## config.mk

```make
export PLATFORM = sky130hd
export DESIGN_NAME = mem_arbiter
export DESIGN_NICKNAME = d
export VERILOG_FILES = /design/src/rtl/mem_arbiter.sv
export SDC_FILE = /design/constraint.sdc
export NUM_CORES = 1
export LEC_CHECK = 0
export ABC_CLOCK_PERIOD_IN_PS = 3800
export CAP_MARGIN = 20
export CELL_PAD_IN_SITES_DETAIL_PLACEMENT = 1
export CELL_PAD_IN_SITES_GLOBAL_PLACEMENT = 1
export CORE_MARGIN = 4
export CORE_UTILIZATION = 28
export DETAILED_ROUTE_END_ITERATION = 16
export PLACE_DENSITY_LB_ADDON = 0.1
export SKIP_LAST_GASP = 1
export SLEW_MARGIN = 40
export SYNTH_ARGS = -nofsm -noshare
export SYNTH_HDL_FRONTEND = slang
export SYNTH_SLANG_ARGS = --single-unit
```

## constraint.sdc

```tcl
create_clock -name clk -period 3.8 [get_ports clk]
set_input_delay 0.38 -clock clk [delete_from_list [all_inputs] [get_ports clk]]
set_output_delay 0.38 -clock clk [all_outputs]
set_load 0.005 [all_outputs]
```

## src/rtl/mem_arbiter.sv

```systemverilog
`default_nettype none
// ============================================================================
//  Module      : mem_arbiter
//  Description : Round-robin arbiter and sequencer sharing a single-port
//                256x8 memory between requester 0 (CPU core) and
//                requester 1 (loader/DMA/debug). Zero-cycle grant, bounded
//                burst locking, registered read data with a one-cycle
//                rvalid pulse per port.
//                Optional macro MEM_ARB_WRITE_PROT_EN: requester-1 writes
//                at or above PROT_BASE are granted but suppressed, and err1
//                pulses on the following cycle.
//  Revision    : 1.0 - initial release
// ============================================================================
module mem_arbiter #(
    parameter int unsigned MAX_BURST = 4,
    parameter logic [7:0]  PROT_BASE = 8'hF0
) (
    input  logic       clk,
    input  logic       rst_n,
    // requester 0
    input  logic       req0,
    input  logic       we0,
    input  logic       lock0,
    input  logic [7:0] addr0,
    input  logic [7:0] wdata0,
    output logic       gnt0,
    output logic       rvalid0,
    output logic [7:0] rdata0,
    // requester 1
    input  logic       req1,
    input  logic       we1,
    input  logic       lock1,
    input  logic [7:0] addr1,
    input  logic [7:0] wdata1,
    output logic       gnt1,
    output logic       rvalid1,
    output logic [7:0] rdata1,
    output logic       err1,
    // memory side
    output logic       mem_wen,
    output logic [7:0] mem_address,
    output logic [7:0] mem_data_in,
    input  logic [7:0] mem_data_out
);

    typedef enum logic [1:0] {
        IDLE = 2'd0,
        OWN0 = 2'd1,
        OWN1 = 2'd2
    } state_t;

    // Locked grants allowed while burst_cnt is below this value; burst_cnt
    // starts at 0 on the first grant, so the owner gets MAX_BURST in a row.
    localparam logic [3:0] c_burst_lim = 4'(MAX_BURST - 1);

    state_t     state_q, state_d;
    logic       last_q, last_d;
    logic [3:0] burst_cnt_q, burst_cnt_d;
    logic       rvalid0_q, rvalid0_d;
    logic       rvalid1_q, rvalid1_d;
    logic [7:0] rdata0_q, rdata0_d;
    logic [7:0] rdata1_q, rdata1_d;
    logic       err1_q, err1_d;

    logic       w_gnt0;
    logic       w_gnt1;
    logic       w_prot_blk;

    // Grant selection: lone requester always wins, contention resolved by
    // bounded lock hold and then round-robin against the last owner.
    always_comb begin
        w_gnt0 = 1'b0;
        w_gnt1 = 1'b0;
        if (req0 && !req1) begin
            w_gnt0 = 1'b1;
        end else if (req1 && !req0) begin
            w_gnt1 = 1'b1;
        end else if (req0 && req1) begin
            if (state_q == OWN0 && lock0 && burst_cnt_q < c_burst_lim) begin
                w_gnt0 = 1'b1;
            end else if (state_q == OWN1 && lock1 && burst_cnt_q < c_burst_lim) begin
                w_gnt1 = 1'b1;
            end else if (last_q) begin
                w_gnt0 = 1'b1;
            end else begin
                w_gnt1 = 1'b1;
            end
        end
        // No access may be issued while reset is held.
        if (!rst_n) begin
            w_gnt0 = 1'b0;
            w_gnt1 = 1'b0;
        end
    end

`ifdef MEM_ARB_WRITE_PROT_EN
    assign w_prot_blk = w_gnt1 & we1 & (addr1 >= PROT_BASE);
`else
    // Protection disabled: the compare is masked so err1 and the write
    // enable are never affected.
    assign w_prot_blk = 1'b0 & (addr1 >= PROT_BASE);
`endif

    // Memory-side mux: granted port drives the bus, port 0 when idle.
    always_comb begin
        mem_address = addr0;
        mem_data_in = wdata0;
        mem_wen     = 1'b0;
        if (w_gnt1) begin
            mem_address = addr1;
            mem_data_in = wdata1;
            mem_wen     = we1 & ~w_prot_blk;
        end else if (w_gnt0) begin
            mem_wen     = we0;
        end
    end

    // Next-state, ownership history, burst counter and read capture.
    always_comb begin
        state_d     = IDLE;
        last_d      = last_q;
        burst_cnt_d = 4'd0;
        rvalid0_d   = w_gnt0 & ~we0;
        rvalid1_d   = w_gnt1 & ~we1;
        rdata0_d    = rdata0_q;
        rdata1_d    = rdata1_q;
        err1_d      = w_prot_blk;

        if (w_gnt0) begin
            state_d = OWN0;
            last_d  = 1'b0;
        end else if (w_gnt1) begin
            state_d = OWN1;
            last_d  = 1'b1;
        end

        if ((w_gnt0 && state_q == OWN0) || (w_gnt1 && state_q == OWN1)) begin
            burst_cnt_d = (burst_cnt_q == 4'd15) ? 4'd15 : burst_cnt_q + 4'd1;
        end

        if (w_gnt0 && !we0) begin
            rdata0_d = mem_data_out;
        end
        if (w_gnt1 && !we1) begin
            rdata1_d = mem_data_out;
        end
    end

    // State and output registers; reset makes port 0 win first contention.
    always_ff @(posedge clk or negedge rst_n) begin
        if (!rst_n) begin
            state_q     <= IDLE;
            last_q      <= 1'b1;
            burst_cnt_q <= 4'd0;
            rvalid0_q   <= 1'b0;
            rvalid1_q   <= 1'b0;
            rdata0_q    <= 8'h00;
            rdata1_q    <= 8'h00;
            err1_q      <= 1'b0;
        end else begin
            state_q     <= state_d;
            last_q      <= last_d;
            burst_cnt_q <= burst_cnt_d;
            rvalid0_q   <= rvalid0_d;
            rvalid1_q   <= rvalid1_d;
            rdata0_q    <= rdata0_d;
            rdata1_q    <= rdata1_d;
            err1_q      <= err1_d;
        end
    end

    assign gnt0    = w_gnt0;
    assign gnt1    = w_gnt1;
    assign rvalid0 = rvalid0_q;
    assign rvalid1 = rvalid1_q;
    assign rdata0  = rdata0_q;
    assign rdata1  = rdata1_q;
    assign err1    = err1_q;

endmodule
`default_nettype wire

```

==> results.tsv, run 1 <==
stage	metric	value	unit
outcome	outcome	complete, no violations	
logic_synthesis	ys_ff_latch	25	
pwr	p_per_area	360	nW/um2
clocking	post_cts_resized	0	
detailed_routing	wl_per_cell	17.8	um
placed_design	dp_hpwl	3450	um
sta	hold_violations	0	
worst_hold_path	hp-class	reg -> reg	
placed_design	port_buffers	84	
cells_and_area	fin_cells	233	
placed_design	gp_congestion	0.770	
sta	final.setup_skew	2.46	ps
critical_path	rr_worst_depth	6	
die	die_w	76.4	um
logic_synthesis	synth_edf_count	0	
logic_synthesis	synth-async-reset-ratio	100	%
detailed_routing	via_per_inst	4.63	
logic_synthesis	syn_inst	96	
global_routing	grt_pass1_wl	6640	um
cells_and_area	num-nets-final	231	
sta	drv_slew	0	
cells_and_area	syn2layout_area_growth	69.7	%
clocking	cts_tree	built	
sta	whs	511	ps
sta	tns	0	ps
detailed_routing	vias	1078	
pwr	p_leak	0.930	nW
sta	max_slew_margin	47.9	%
sta	rsz0062_at_grt	no	
die	design.core.area	4440	um2
clocking	cts_root_buffer	clkbuf_8	
critical_path	r2r_end	rdata1[5]$_DFFE_PN0P_	
worst_hold_path	hp-start	rdata1[0]$_DFFE_PN0P_	
die	num_rows	24	
worst_hold_path	holdPathStages	1	
die	dieArea	5840	um2
logic_synthesis	syn_nets	145	
placed_design	placedCellCount	229	
clocking	clk_pin_slew	80	ps
clocking	cts_buffers	3	
logic_synthesis	ys_types	29	
clocking	cts.sinks	25	
sta	finalCriticalPeriod	3420	ps
critical_path	r2r_start	burst_cnt_q[0]$_DFF_PN0_	
sta	worst_pin_slew	782	ps
detailed_routing	first_pass_iters	4	
clocking	cts_buffer_depth	2	
pwr	total_power	0.801	mW
critical_path	critPathKind	reg -> out	
logic_synthesis	yosys_most_used_dff	dfrtp_1	
worst_hold_path	hold_path_end	rdata1[0]$_DFFE_PN0P_	
global_routing	grt-ovfl-total	0	
global_routing	grt_usage	14.4	%
sta	fmax	0.293	GHz
critical_path	cp_max_fo	20	
global_routing	antenna_found_initial	0	
logic_synthesis	synth_warnings	0	
cells_and_area	drive_gt1_share	23.8	%
detailed_routing	drt_iter0_markers	12	
logic_synthesis	synth_seq_area_share	47.8	%
pwr	ir_worst_vdd	203	uV
critical_path	endpoint_kind	output pin	
clocking	cts_htree_levels	1	
detailed_routing	drc	0	
logic_synthesis	synth_area	1310	um2
clocking	ctsHoldBuffers	0	
critical_path	arrival	3040	ps
die	start_util	29.5	%
global_routing	grt_pass1_vias	1245	
critical_path	reg2reg_setup_slack	1000	ps
global_routing	grt_max_degree	27	
critical_path	cp.required	3420	ps
detailed_routing	drt_wl_total	4150	um
detailed_routing	final_antenna_net_count	0	
clocking	clkLatencyLatePin	260	ps
flow_run	drv_cap	0	
die	pin_count	86	
clocking	cts_setup_buffers	0	
sta	setup_viol	0	
logic_synthesis	synth.avg_cell_area	13.7	um2
critical_path	start_kind	register	
die	die_h	76.4	um
sta	post-route-period-util	89.9	%
cells_and_area	diodes	0	
[cell families (layout without fill, tap and decap cells)]
logic type / count (synthesis) / count (layout) / share of synthesized area (%)
AO/OA/AOI/OAI: 12 / 12 / 8.78
multiplexers: 32 / 32 / 29.5
AND/OR/NAND/NOR: 15 / 15 / 7.44
buffers and inverters: 10 / 95 / 5.25
flip-flops: 25 / 25 / 47.8
other: 1 / 1 / 0.286
adder cells (fa/ha/maj): 1 / 1 / 0.954
[registers in the layout (all words and copies together) (netlist names)]
name,cells
burst_cnt_q,4
last_q,1
rdata0,8
rdata1,8
rvalid0,1
rvalid1,1
state_q,2
[worst max-delay path, cell delays in order (launching register included)]
cell             delay [ps]
dfrtp_1                 410
ha_1                    270
or3_4                   420
o311ai_4                300
o2111ai_4               450
mux2_4                  440
clkdlybuf4s50_1         470
[cells in the mapped netlist, types with 2 or more instances]
cell type / n / area, um2
nand2_1: 2 / 7.51
buf_4: 2 / 15.0
a21oi_1: 3 / 15.0
nor3_1: 2 / 10.0
nand3_1: 3 / 15.0
dfrtp_1: 24 / 601
mux2_2: 25 / 282
mux2_4: 7 / 105
o21ai_0: 2 / 10.0
a31oi_1: 2 / 12.5
inv_1: 6 / 22.5
[where the power goes]
group | switching (mW) | internal [mW] | total (mW)
combinational | 0.0893 | 0.211 | 0.300
clock | 0.0787 | 0.0731 | 0.152
sequential | 0.0304 | 0.318 | 0.349
total | 0.198 | 0.602 | 0.801
[worst max path at each step]
stage / depth (start not counted) / startpoint / end
after detailed placement: 6 / burst_cnt_q[0]$_DFF_PN0_ / mem_data_in[6]
after global routing: 7 / burst_cnt_q[0]$_DFF_PN0_ / mem_wen
final: 6 / burst_cnt_q[0]$_DFF_PN0_ / mem_data_in[6]
after floorplan: 7 / burst_cnt_q[0]$_DFF_PN0_ / mem_address[0]
after CTS: 6 / burst_cnt_q[0]$_DFF_PN0_ / mem_data_in[6]
after global placement: 6 / burst_cnt_q[0]$_DFF_PN0_ / mem_data_in[5]
[per-layer routing]
metal	share of wire (%)	GRT usage, %	vias up
met1	35	13.9	534
li1	-	-	513
met5	0	0	-
met3	5.5	4.85	4
met4	0.77	2.90	0
met2	59	29.2	27
[cells in the final DEF, fill, tap and decap left out]
cell type	instances
nor3_1	2
nor3b_1	1
a22o_1	1
mux2_4	7
o21ai_0	2
o2111ai_4	1
a21oi_1	3
dfstp_2	1
clkdlybuf4s50_1	84
dfrtp_1	24
clkinv_2	1
conb_1	1
o311ai_4	1
mux2_2	25
and2b_2	1
or3_4	1
inv_1	6
ha_1	1
nand2b_1	1
nor2_1	1
a2bb2oi_1	1
buf_4	1
nand3b_1	1
nand3_1	3
nand4b_1	1
clkbuf_8	3
o31ai_1	1
nor2_4	1
nand2_1	2
a31oi_1	2
[per-stage QoR]
step / util, % / worst slack, ps / area, um2
2_1_floorplan: - / 1310 / 1310
3_3_place_gp: 49.0 / 724 / 2180
3_5_place_dp: 49.0 / 669 / 2180
4_1_cts: 50.1 / 359 / 2220
5_1_grt: 50.1 / 191 / 2220
6_report: 50.1 / 384 / 2220
[area by class of cell]
| type | count | area [um2] |
|---|---|---|
| fill | 481 | 2220 |
| timing repair buffer | 85 | 848 |
| sequential | 25 | 627 |
| multi-input combinational | 61 | 616 |
| tap | 52 | 65.1 |
| clock buffer | 3 | 41.3 |
| inverter | 6 | 22.5 |
| clock inverter | 1 | 5.00 |
(Power assumes the default switching activity.)
==> run 2, diff against run 1 <==
--- a/config.mk
+++ b/config.mk
@@ -5,12 +5,11 @@
 export SDC_FILE = /design/constraint.sdc
 export NUM_CORES = 1
 export LEC_CHECK = 0
-export ABC_CLOCK_PERIOD_IN_PS = 3800
-export CAP_MARGIN = 20
+export ABC_CLOCK_PERIOD_IN_PS = 2800
 export CELL_PAD_IN_SITES_DETAIL_PLACEMENT = 1
 export CELL_PAD_IN_SITES_GLOBAL_PLACEMENT = 1
 export CORE_MARGIN = 4
-export CORE_UTILIZATION = 28
+export CORE_UTILIZATION = 24
 export DETAILED_ROUTE_END_ITERATION = 16
 export PLACE_DENSITY_LB_ADDON = 0.1
 export SKIP_LAST_GASP = 1
==> constraint.sdc (replaced) <==
create_clock -name clk -period 2.8 [get_ports clk]
set_input_delay 0.28 -clock clk [delete_from_list [all_inputs] [get_ports clk]]
set_output_delay 0.28 -clock clk [all_outputs]
set_load 0.005 [all_outputs]
==> run 2 against run 1 <==
The flow now finishes with violations (negative setup slack). Clock skew shrank 1.2 ps. Hold slack lost 3.2 ps. Core utilization shrank 1.5 points. Combinational power grew 49%. Flip-flop and latch count is the same. Non-clock buffer count grew 22.
==> results.tsv, run 2 (synthesized netlist as in run 1, its figures left out) <==
stage	metric	value	unit
outcome	outcome	complete, but fails checks	
outcome	violations	negative setup slack	
critical_path	start_kind	register	
detailed_routing	drt_wl_total	4520	um
sta	finalCriticalPeriod	2870	ps
sta	timing.final.ws_setup	-65.2	ps
sta	hold_violations	0	
global_routing	grt_pass1_wl	6380	um
critical_path	reg2reg_setup_slack	320	ps
flow_run	drv_cap	0	
global_routing	grt_max_degree	27	
die	die_h	81.9	um
detailed_routing	final_antenna_net_count	0	
detailed_routing	first_pass_iters	4	
sta	tns	-253	ps
critical_path	cp_max_fo	5	
placed_design	pre_cts_ws	69.3	ps
clocking	clk_pin_slew	80	ps
sta	drv_slew	0	
detailed_routing	drt_iter0_markers	26	
critical_path	endpoint_kind	output pin	
critical_path	arrival	2590	ps
critical_path	rr_worst_depth	8	
die	design.core.area	5200	um2
cells_and_area	diodes	0	
placed_design	gp_congestion	0.699	
clocking	cts_tree	built	
detailed_routing	via_per_inst	4.37	
cells_and_area	drive_gt1_share	34.0	%
pwr	ir_worst_vdd	357	uV
critical_path	cpMostUsedCell	buf_4	
detailed_routing	drc	0	
global_routing	antenna_found_initial	0	
cells_and_area	final_core_util	48.6	%
critical_path	slowest_stage	dfrtp_1	
die	dieArea	6710	um2
critical_path	cp_slowest_stage_delay	410	ps
cells_and_area	syn2layout_area_growth	92.9	%
detailed_routing	wl_per_cell	16.6	um
critical_path	r2r_start	burst_cnt_q[1]$_DFF_PN0_	
detailed_routing	vias	1192	
die	pin_count	86	
cells_and_area	mostFrequentLayoutCell	clkdlybuf4s50_1	
global_routing	grt-ovfl-total	0	
worst_hold_path	holdPathStages	1	
sta	rsz0062_at_grt	yes	
global_routing	grt_pass1_vias	1288	
sta	final.setup_skew	1.21	ps
clocking	cts_buffers	3	
critical_path	r2r_end	rdata1[5]$_DFFE_PN0P_	
critical_path	cp.required	2520	ps
worst_hold_path	hp-class	reg -> reg	
die	die_w	81.9	um
clocking	cts_root_buffer	clkbuf_8	
clocking	ctsHoldBuffers	0	
global_routing	grt_usage	12.3	%
clocking	clkLatencyLatePin	260	ps
clocking	cts_htree_levels	1	
die	num_rows	26	
die	start_util	25.2	%
worst_hold_path	hp-start	rdata0[3]$_DFFE_PN0P_	
worst_hold_path	hold_path_end	rdata0[3]$_DFFE_PN0P_	
sta	setup_viol	8	
pwr	p_per_area	445	nW/um2
pwr	p_leak	1.21	nW
clocking	cts.sinks	25	
placed_design	dp_hpwl	3450	um
sta	post-route-period-util	102	%
critical_path	path_cells	ha_2 -> or3_4 -> o311ai_4 -> o2111ai_4 -> buf_4 -> clkbuf_16 -> buf_4 -> mux2_4 -> dlymetal6s2s_1	
cells_and_area	num-nets-final	253	
cells_and_area	layout_common_cells	66 x clkdlybuf4s50_1, 25 x mux2_2, 24 x dfrtp_1, 17 x buf_4, 16 x dlymetal6s2s_1	
sta	fmax	0.349	GHz
pwr	total_power	1.13	mW
sta	whs	508	ps
cells_and_area	fillers	565	
critical_path	critPathKind	reg -> out	
clocking	cts_buffer_depth	2	
placed_design	port_buffers	84	
run 2: routing by layer:
metal  GRT usage [%]  routed length [um]
met2            23.3                2540
met1            13.6                1740
met4           0.498                   5
met3            4.71                 232
met5               0                   0
run 2: how the worst max path moves through the flow:
stage / slack, ps / to / start
after floorplan: 410 / mem_address[0] / burst_cnt_q[0]$_DFF_PN0_
final: -70 / mem_data_in[5] / burst_cnt_q[1]$_DFF_PN0_
after global routing: -160 / mem_data_in[1] / burst_cnt_q[1]$_DFF_PN0_
after detailed placement: 70 / mem_data_in[5] / burst_cnt_q[0]$_DFF_PN0_
after global placement: 100 / mem_data_in[2] / burst_cnt_q[0]$_DFF_PN0_
after CTS: -200 / mem_data_in[2] / burst_cnt_q[1]$_DFF_PN0_
run 2: worst max-delay path, delay by kind of cell, from the launching register on:
family	cells	cell delay (ps)
AO/OA/AOI/OAI	2	440
adder cells (fa/ha/maj)	1	190
buffers and inverters	4	610
flip-flops	1	410
multiplexers	1	280
AND/OR/NAND/NOR	1	380
run 2: what timing repair did:
item | CTS | global route
gates cloned | 0 | 3
buffers inserted | 1 | 14
endpoints found under the setup margin | 19 | 19
pin swaps | 0 | 5
resized for setup | 1 | 26
run 2: area by class of cell:
class | instances | area [um2] | area share [%]
Timing Repair Buffer | 107 | 1110 | 44.0
Multi-Input combinational cell | 61 | 634 | 25.1
Sequential cell | 25 | 627 | 24.8
Tap cell | 70 | 87.6 | 3.46
Clock buffer | 4 | 45.0 | 1.78
Inverter | 6 | 22.5 | 0.890
run 2: power breakdown:
part	total [mW]	switching, mW	internal, mW	leakage [nW]
Sequential	0.471	0.0392	0.432	0.310
Clock	0.207	0.105	0.101	0.0228
Combinational	0.447	0.132	0.315	0.879
run 2: metrics by stage:
stage | instances | cell area (um2)
global placement | 251 | 2240
finish | 273 | 2530
global route | 273 | 2530
CTS | 256 | 2290
floorplan | 96 | 1310
detailed placement | 251 | 2240
==> run 3, diff against run 2 <==
--- a/config.mk
+++ b/config.mk
@@ -8,7 +8,6 @@
 export ABC_CLOCK_PERIOD_IN_PS = 2800
 export CELL_PAD_IN_SITES_DETAIL_PLACEMENT = 1
 export CELL_PAD_IN_SITES_GLOBAL_PLACEMENT = 1
-export CORE_MARGIN = 4
 export CORE_UTILIZATION = 24
 export DETAILED_ROUTE_END_ITERATION = 16
 export PLACE_DENSITY_LB_ADDON = 0.1
==> run 3 against run 2 <==
The flow still finishes with violations (negative setup slack). First-iteration DRC count fell by 38%. Critical path type unchanged. Sequential power about the same. Power decreased by 0.84%. Design area down 5.4%. Combinational power fell by 4.9%. Register-to-register slack got worse by 200 ps. Hold slack better by 6.9 ps. Core utilization down 2.4 points. Flip-flop and latch count unchanged. Highest routed layer unchanged. Sequential share of layout area grew 1.4 points. Via count decreased by 1.4%. Setup slack better by 7.0 ps.
==> results.tsv, run 3 (synthesized netlist as in run 1, its figures left out) <==
stage	metric	value	unit
critical_path	slowest_stage	dfrtp_1	
critical_path	cp_top_family	buffers and inverters	
clocking	cts.sinks	25	
critical_path	arrival	2580	ps
placed_design	port_buffers	84	
sta	setup_viol	4	
global_routing	grt.met3_usage	5.54	%
pwr	p_leak	1.06	nW
cells_and_area	drive_gt1_share	39.4	%
critical_path	path_cells	ha_2 -> or3_4 -> o311ai_4 -> o2111ai_4 -> clkbuf_16 -> buf_6 -> buf_6 -> mux2_4 -> buf_6	
detailed_routing	final_antenna_net_count	0	
die	dieArea	5760	um2
critical_path	critPathKind	reg -> out	
pwr	p_switching	0.286	mW
clocking	cts_htree_levels	1	
cells_and_area	syn2layout_area_growth	82.4	%
cells_and_area	fin_cells	268	
global_routing	grtUsageMet1	17.1	%
global_routing	met2_usage	30.1	%
sta	rsz0062_at_grt	yes	
critical_path	cp_max_fo	4	
placed_design	pre_cts_ws	38.9	ps
global_routing	grt-ovfl-total	0	
placed_design	gp_congestion	0.707	
critical_path	cp_slowest_stage_delay	400	ps
worst_hold_path	hp-class	reg -> reg	
sta	fmax	0.350	GHz
pwr	ir_worst_vdd	291	uV
global_routing	antenna_found_initial	0	
clocking	cts_tree	built	
global_routing	grt_usage	15.8	%
die	pin_count	86	
clocking	cts_root_buffer	clkbuf_8	
pwr	total_power	1.12	mW
global_routing	grt_max_degree	27	
global_routing	busiest_layer	met2	
detailed_routing	vias	1175	
placed_design	dp_hpwl	3180	um
sta	post-route-period-util	102	%
pwr	p_per_area	466	nW/um2
pwr	switching_share	25.7	%
pwr	p_clk_share	19.4	%
die	num_rows	26	
outcome	violations	negative setup slack	
critical_path	cp.required	2520	ps
sta	final.setup_skew	2.31	ps
critical_path	endpoint_kind	output pin	
cells_and_area	mostFrequentLayoutCell	clkdlybuf4s50_1	
clocking	cts_buffers	3	
critical_path	start_kind	register	
sta	timing.final.ws_setup	-58.2	ps
critical_path	cpMostUsedCell	buf_6	
sta	hold_violations	0	
cells_and_area	fillers	545	
global_routing	grt_pass1_vias	1381	
cells_and_area	layout_common_cells	66 x clkdlybuf4s50_1, 24 x dfrtp_1, 23 x mux2_2, 11 x buf_4, 9 x mux2_4	
pwr	combPwrFrac	38.1	%
pwr	p_int	0.830	mW
detailed_routing	wl_per_cell	16.1	um
global_routing	grt_pass1_wl	7120	um
placed_design	placedCellCount	251	
sta	finalCriticalPeriod	2860	ps
sta	drv_slew	0	
flow_run	drv_cap	0	
critical_path	critPathBufInv	4	
detailed_routing	drt_iter0_markers	16	
detailed_routing	drt_wl_total	4320	um
cells_and_area	num-nets-final	248	
clocking	cts_buffer_depth	2	
die	die_h	75.9	um
pwr	pwr-share-seq	42.5	%
die	start_util	25.4	%
clocking	clk_pin_slew	90	ps
clocking	clkLatencyLatePin	270	ps
outcome	outcome	complete, but fails checks	
cells_and_area	diodes	0	
detailed_routing	first_pass_iters	2	
detailed_routing	drc	0	
sta	tns	-94.2	ps
die	die_w	75.9	um
detailed_routing	via_per_inst	4.38	
die	design.core.area	5170	um2
## run 3: power by group through the flow
stage | Clock [mW] | Sequential [mW] | Combinational (mW)
6_report | 0.217 | 0.474 | 0.425
5_1_grt | 0.248 | 0.484 | 0.458
4_1_cts | 0.227 | 0.475 | 0.441
3_5_place_dp | 0 | 0.481 | 0.414
3_3_place_gp | 0 | 0.474 | 0.407
2_1_floorplan | 0 | 0.480 | 0.133
## run 3: layer usage
metal	wire [um]	part of all wire (%)	up-vias
met5	0	0	-
met4	4	0.093	0
met3	291	6.7	2
met2	2360	55	30
met1	1670	39	595
li1	-	-	548
## run 3: worst paths after layout
check,startpoint,endpoint,slack [ps],depth (start not counted)
max,burst_cnt_q[0]$_DFF_PN0_,mem_data_in[5],-60,9
min,rdata0[5]$_DFFE_PN0P_,rdata0[5]$_DFFE_PN0P_,520,1
max reg2reg,burst_cnt_q[0]$_DFF_PN0_,rdata1[3]$_DFFE_PN0P_,120,9
min reg2reg,rdata0[5]$_DFFE_PN0P_,rdata0[5]$_DFFE_PN0P_,520,1
max in group asynchronous,rst_n,last_q$_DFFE_PN1P_,1960,2
min in group asynchronous,rst_n,rdata1[2]$_DFFE_PN0P_,540,2
## run 3: cell type report
class / count / area [um2] / share of cell area, %
clock buffers: 3 / 41.3 / 1.73
clock inverters: 1 / 5.00 / 0.209
inverters: 6 / 22.5 / 0.941
multi-input cells: 61 / 636 / 26.6
flip-flops and latches: 25 / 627 / 26.2
well taps: 70 / 87.6 / 3.66
repair buffers: 102 / 973 / 40.7
## run 3: worst reg2reg max path, delay by kind of cell (launching register included)
family,cells,cell delay (ps)
AO/OA/AOI/OAI,2,490
adder cells (fa/ha/maj),1,200
buffers and inverters,3,460
flip-flops,1,400
multiplexers,1,380
AND/OR/NAND/NOR,2,650
## run 3: per-stage QoR
step / hold slack [ps] / utilization, % / instance area, um2
after floorplan: -15.6 / - / 1310
after global placement: 487 / 43.4 / 2240
after detailed placement: 496 / 43.4 / 2240
after CTS: 519 / 47.5 / 2450
after global routing: 546 / 46.3 / 2390
final: 515 / 46.3 / 2390
## run 3: timing repair
| item | in CTS | in global routing |
|---|---|---|
| pin swaps | 5 | 4 |
| setup endpoints to repair | 19 | 17 |
| gates cloned | 2 | 0 |
| setup buffers | 12 | 2 |
| hold buffers | 0 | 0 |
| resized for setup | 50 | 23 |
